<file path="src/rtl/stereo_pattern_source.sv">
// stereo_pattern_source: synthetic stereo video source with known disparity; `define STEREO_SRC_NOISE_EN adds LFSR noise on pixel_right[1:0]
module stereo_pattern_source #(
    parameter int H_ACTIVE         = 1280,
    parameter int H_FP             = 110,
    parameter int H_SYNC           = 40,
    parameter int H_BP             = 220,
    parameter int V_ACTIVE         = 720,
    parameter int V_FP             = 5,
    parameter int V_SYNC           = 5,
    parameter int V_BP             = 20,
    parameter int SYNC_ACTIVE_HIGH = 1,
    parameter int MAX_DISP         = 63
) (
    input  logic       clk,
    input  logic       rst_n,
    input  logic       enable,
    input  logic [5:0] disparity,
    input  logic [1:0] pattern_sel,
    output logic       de_out,
    output logic       h_sync_out,
    output logic       v_sync_out,
    output logic [7:0] pixel_left,
    output logic [7:0] pixel_right,
    output logic       frame_start
);
    localparam int H_TOTAL = H_ACTIVE + H_FP + H_SYNC + H_BP;
    localparam int V_TOTAL = V_ACTIVE + V_FP + V_SYNC + V_BP;
    localparam int HW = $clog2(H_TOTAL);
    localparam int VW = $clog2(V_TOTAL);
    // right-image column is kept at least 8 bits so ramp/texture see the full shifted coordinate
    localparam int XW = (HW + 1 > 8) ? HW + 1 : 8;
    localparam logic SYNC_ON = (SYNC_ACTIVE_HIGH != 0);
    localparam logic SYNC_OFF = !SYNC_ON;
    localparam logic [5:0] DISP_MAX = 6'(MAX_DISP);

    typedef enum logic {IDLE, RUN} state_t;

    state_t state, state_nxt;
    logic [HW-1:0] h_cnt, h_nxt;
    logic [VW-1:0] v_cnt, v_nxt;
    logic [5:0] disp_q;
    logic [1:0] pattern_q;
    logic h_wrap, v_wrap, run, latch, de_c, hs_c, vs_c, fs_c;
    logic [XW-1:0] x, xr;
    logic [7:0] y, left_c, right_c, noise;

    function automatic logic [7:0] pix(input logic [1:0] p, input logic [XW-1:0] c, input logic [7:0] r);
        pix = p == 2'd0 ? (c[7:0] ^ {c[2:0], c[7:3]}) + r :
              p == 2'd1 ? c[7:0] :
              p == 2'd2 ? 8'h80 :
              (c >= XW'(64) && c < XW'(128)) ? 8'hFF : 8'h00;
    endfunction

    // next state and counters; parameters latch whenever counters (re)enter (0,0) in RUN
    always_comb begin
        h_wrap = h_cnt == HW'(H_TOTAL - 1);
        v_wrap = v_cnt == VW'(V_TOTAL - 1);
        run = state == RUN;
        latch = run ? (h_wrap && v_wrap && enable) : enable;
        state_nxt = ((run && !(h_wrap && v_wrap)) || enable) ? RUN : IDLE;
        h_nxt = (!run || h_wrap) ? '0 : h_cnt + 1'b1;
        v_nxt = !run ? '0 : h_wrap ? (v_wrap ? '0 : v_cnt + 1'b1) : v_cnt;
    end

    // decode of the current counter state into the values registered onto the outputs
    always_comb begin
        de_c = run && h_cnt < HW'(H_ACTIVE) && v_cnt < VW'(V_ACTIVE);
        hs_c = run && h_cnt >= HW'(H_ACTIVE + H_FP) && h_cnt < HW'(H_ACTIVE + H_FP + H_SYNC);
        vs_c = run && v_cnt >= VW'(V_ACTIVE + V_FP) && v_cnt < VW'(V_ACTIVE + V_FP + V_SYNC);
        fs_c = run && h_cnt == '0 && v_cnt == '0;
        x = XW'(h_cnt);
        xr = x + XW'(disp_q);
        y = 8'(v_cnt);
        left_c = de_c ? pix(pattern_q, x, y) : 8'h00;
        right_c = de_c ? pix(pattern_q, xr, y) ^ noise : 8'h00;
    end

`ifdef STEREO_SRC_NOISE_EN
    logic [7:0] lfsr, lfsr_cur;

    // the frame's first de cycle uses the seed directly so every frame's noise is identical
    always_comb begin
        lfsr_cur = fs_c ? 8'hA5 : lfsr;
        noise = {6'b0, lfsr_cur[1:0]};
    end

    // x^8+x^6+x^5+x^4+1 Fibonacci LFSR stepping once per de cycle
    always_ff @(posedge clk or negedge rst_n)
        if (!rst_n) lfsr <= 8'hA5;
        else if (de_c) lfsr <= {lfsr_cur[6:0], lfsr_cur[7] ^ lfsr_cur[5] ^ lfsr_cur[4] ^ lfsr_cur[3]};
`else
    assign noise = 8'h00;
`endif

    // generator state, counters and per-frame parameters
    always_ff @(posedge clk or negedge rst_n) begin
        if (!rst_n) begin
            state <= IDLE;
            h_cnt <= '0;
            v_cnt <= '0;
            disp_q <= '0;
            pattern_q <= '0;
        end else begin
            state <= state_nxt;
            h_cnt <= h_nxt;
            v_cnt <= v_nxt;
            if (latch) begin
                disp_q <= disparity > DISP_MAX ? DISP_MAX : disparity;
                pattern_q <= pattern_sel;
            end
        end
    end

    // output registers, all one cycle behind the counters
    always_ff @(posedge clk or negedge rst_n) begin
        if (!rst_n) begin
            de_out <= 1'b0;
            h_sync_out <= SYNC_OFF;
            v_sync_out <= SYNC_OFF;
            pixel_left <= 8'h00;
            pixel_right <= 8'h00;
            frame_start <= 1'b0;
        end else begin
            de_out <= de_c;
            h_sync_out <= hs_c ? SYNC_ON : SYNC_OFF;
            v_sync_out <= vs_c ? SYNC_ON : SYNC_OFF;
            pixel_left <= left_c;
            pixel_right <= right_c;
            frame_start <= fs_c;
        end
    end
endmodule

</file>
<file path="config.mk">
export PLATFORM = sky130hd
export DESIGN_NAME = stereo_pattern_source
export DESIGN_NICKNAME = d
export VERILOG_FILES = /design/src/rtl/stereo_pattern_source.sv
export SDC_FILE = /design/constraint.sdc
export NUM_CORES = 1
export LEC_CHECK = 0
export ABC_AREA = 1
export BUFFER_PORTS_ARGS = -buffer_cell sky130_fd_sc_hd__buf_2
export CAP_MARGIN = 10
export CORE_MARGIN = 2
export CORE_UTILIZATION = 57
export DETAILED_ROUTE_END_ITERATION = 10
export GPL_ROUTABILITY_DRIVEN = 0
export PLACE_DENSITY = 0.77
export REMOVE_ABC_BUFFERS = 1
export SETUP_SLACK_MARGIN = 0.2
export SYNTH_ARGS = -nofsm -noshare
export SYNTH_HDL_FRONTEND = slang
export SYNTH_SLANG_ARGS = --single-unit
export TNS_END_PERCENT = 30
</file>
<file path="constraint.sdc">
create_clock -name clk -period 5.5 [get_ports clk]
set_clock_uncertainty 0.1 [all_clocks]
set_input_delay 1.65 -clock clk [delete_from_list [all_inputs] [get_ports clk]]
set_output_delay 1.65 -clock clk [all_outputs]
set_load 0.01 [all_outputs]
</file>
==> results.md <==
* Outcome: complete, no violations
* Initial antenna violation count at 0
* Area growth syn-to-layout at 7.461%
* Die Wd at 84.09 um
* CP Class: flop to flop
* Leading area contributor after synthesis: dfrtp_1
* Final Critical Period at ~3.4 ns
* Most frequent cells in the layout: 95 x nand2_1, 60 x inv_1, 50 x dfrtp_1, 44 x nor2_1, 40 x a21oi_1
* Commonest non-fill, non-tap cell in the layout: nand2_1
* VDD IR-drop max at ~0.00011 V
* R2R Path End: pixel_right[6]
* H-tree depth at 2
* Final period utilization at approximately three fifths
* Unrepaired setup endpoints after global routing: no
* Sequential-to-total area share from yosys stat at 34.22%
* Crit. End Element: flop
* Slew margin rel. at between 50% and 60%
* CTS root buf: clkbuf_8
* Vias in the first global route at about 2900
* Slew of the pin with the lowest slew margin at between 0.6 and 0.7 ns
* Post-DRT Antenna Nets at 0
* I/O Buffers at 30
* Routed wire per std cell at between 10 and 15 um
* CTS buffer count at 5
* CP Max Fanout at 8
* Post-synthesis cell area at between 3000 and 4000 um^2
* Post-Route WL at ~8.4 mm
* Initial DRT Pass Iterations at 6
* Share of the synthesized area in the top cell type at roughly 34%
* Core box area at ~6300 um^2
* Top_reg_cell synth: dfrtp_1
* Syn Area/Cell at between 7 and 8 um^2
* Critical path endpoint: pixel_right[6]
* Cts repair resizes at 0
* Antenna cells at 0
* Fill cells at between 500 and 600
* Layout cells sized above 1 at about an eighth
* Setup slack at placement at between 2 and 2.5 ns
* Multi-input logic area at 2078 um^2
* Die ar. at slightly above 7000 um^2
* R2R cell count at 17
* I/O pins at 31
* PwrDens at about 150 nW/um^2
* Async SR Flop Fraction at between 90% and 100%
* Max_cap viols at 0
* Max Clk Rate at 295.9 MHz
* Setup repair bufs after CTS at 0
* Via count at ~3200
* FF/Latch Area at 1251 um^2
* Number of synthesized register bits at 50
* Die height at approximately 84 um
* Standard-cell rows at 29
* Worst path required time at about 5.6 ns
* R2R Path Start: h_cnt[0]
* Setup WS post-layout at 2.120 ns
* WP data arrival at between 3 and 4 ns
* Leakage at about 0.0022 uW
* Starting Density at 58.24%
* Post-Syn Instances at 476
* Clock slew at reported path FFs at roughly 0.09 ns
* Clk buf depth at 2
* Clock Latency Late Sink at roughly 0.31 ns
* First-pass GRT wire length at ~14 mm
* HPWL after DPL at ~6.5 mm
* CP Launch Type: flop
* Main area contributors after synthesis: dfrtp_1 34%, nand2_1 9.8%, ha_1 9.2%, inv_1 6.2%, a21oi_1 5.5%
* Cts hold-fix bufs at 0
* R2R Setup Slk at 2.12 ns
* CP startpoint: h_cnt[0]
* Total track usage at about 25%
* Worst hold path class: flop to flop
* Clock Sinks at 50
* Pin count of the biggest net entering global routing at 51
* Yosys warns at 0
* Iteration-0 DRC Markers at around 200
* Vias per inst at around 5.6
* Final Setup Violations at 0
* # DRC at 0
* Gr ovfl total at 0
* Setup_tns at 0 ns
* Final hold viol count at 0
* Slew Viols, Final at 0
* # nets final at approximately 540
* Netlist cell types at 43
* Number of synthesized flops with an enable pin at 0
* CTS tree: done
## final cells by class
| class | instances | share of cell area [%] |
|---|---|---|
| Multi-Input combinational cell | 350 | 52.90 |
| Timing Repair Buffer | 32 | 4.522 |
| Sequential cell | 50 | 31.85 |
| Tap cell | 77 | 2.452 |
| Clock inverter | 2 | 0.3503 |
| Clock buffer | 6 | 1.847 |
| Inverter | 63 | 6.083 |
## synthesized netlist by cell type, types with 2 or more instances
cell and number:
nor3_1 13, fa_1 3, o22ai_1 3, nand4_1 5
nor2_1 44, nor4_1 2, buf_4 2, buf_6 3
ha_1 27, a22oi_1 2, nand2_1 95, nor2_2 4
a31oi_1 2, a21oi_1 40, o21ai_0 11, nand3_1 39
inv_1 60, xor2_1 20, nand2_2 4, nand2_4 3
buf_2 7, a211oi_1 3, inv_2 2, dfrtp_1 50
o211ai_1 3, or2_2 4, xnor2_1 8, o21a_1 2
## through the flow
step           std cells  hold slack (ns)  cell area (um^2)  total power (uW)  util (%)
6_report             580           0.3927              3929             595.0     62.59
5_1_grt              580           0.4357              3929             616.9     62.59
4_1_cts              579           0.4009              3909             600.7     62.27
3_5_place_dp         571           0.3769              3822             386.4     60.89
3_3_place_gp         571           0.3653              3822             386.1     60.89
2_1_floorplan        463           0.3459              3568             374.8         -
## metal layers
layer	track usage, %	vias up	wire length (um)
met3	4.451	19	469
met1	34.39	1474	3795
li1	-	1622	-
met5	0	-	0
met4	8.651	0	233
met2	39.54	118	3856
## report_power, final
group          switching [uW]  total (uW)  internal [uW]
clock network             125         215           90.0
logic                    8.89        12.8           3.95
registers                   0         367            367
## cells by family after synthesis
family                   share of synthesized area (%)
XOR/XNOR                                         6.708
buffers and inverters                            8.932
adder cells (fa/ha/maj)                          10.88
AND/OR/NAND/NOR                                  27.07
AO/OA/AOI/OAI                                    12.18
flip-flops                                       34.22
## state kept, by name, summed over array words and instances (netlist names)
name	cells
v_cnt	10
pattern_q	2
h_cnt	11
de_out	1
pixel_right	8
frame_start	1
h_sync_out	1
run	1
pixel_left	8
v_sync_out	1
disp_q	6
## worst min-delay path by stage
stage / to / slack (ns) / start / cells past startpoint
final: disp_q[4] / 0.39 / disp_q[4] / 2
after global routing: disp_q[4] / 0.44 / disp_q[4] / 2
after CTS: disp_q[4] / 0.40 / disp_q[4] / 2
after detailed placement: disp_q[4] / 0.38 / disp_q[4] / 2
after global placement: disp_q[5] / 0.37 / disp_q[5] / 2
after floorplan: disp_q[0] / 0.35 / disp_q[0] / 2
## critical path: stages (launching register included)
cell and delay (ns):
dfrtp_1 0.50, ha_1 0.28, fa_1 0.41, nand3_1 0.14, a21oi_1 0.07, o21ai_0 0.22
nand2_1 0.17, xor2_1 0.17, ha_1 0.37, a21oi_1 0.16, nand2_1 0.09, nand2_1 0.07
nand2_1 0.05, a21o_1 0.16, a21oi_1 0.10, o21ai_0 0.10, nand2_1 0.06, a21oi_1 0.04
Note: power is estimated with default switching activity, not from simulation.
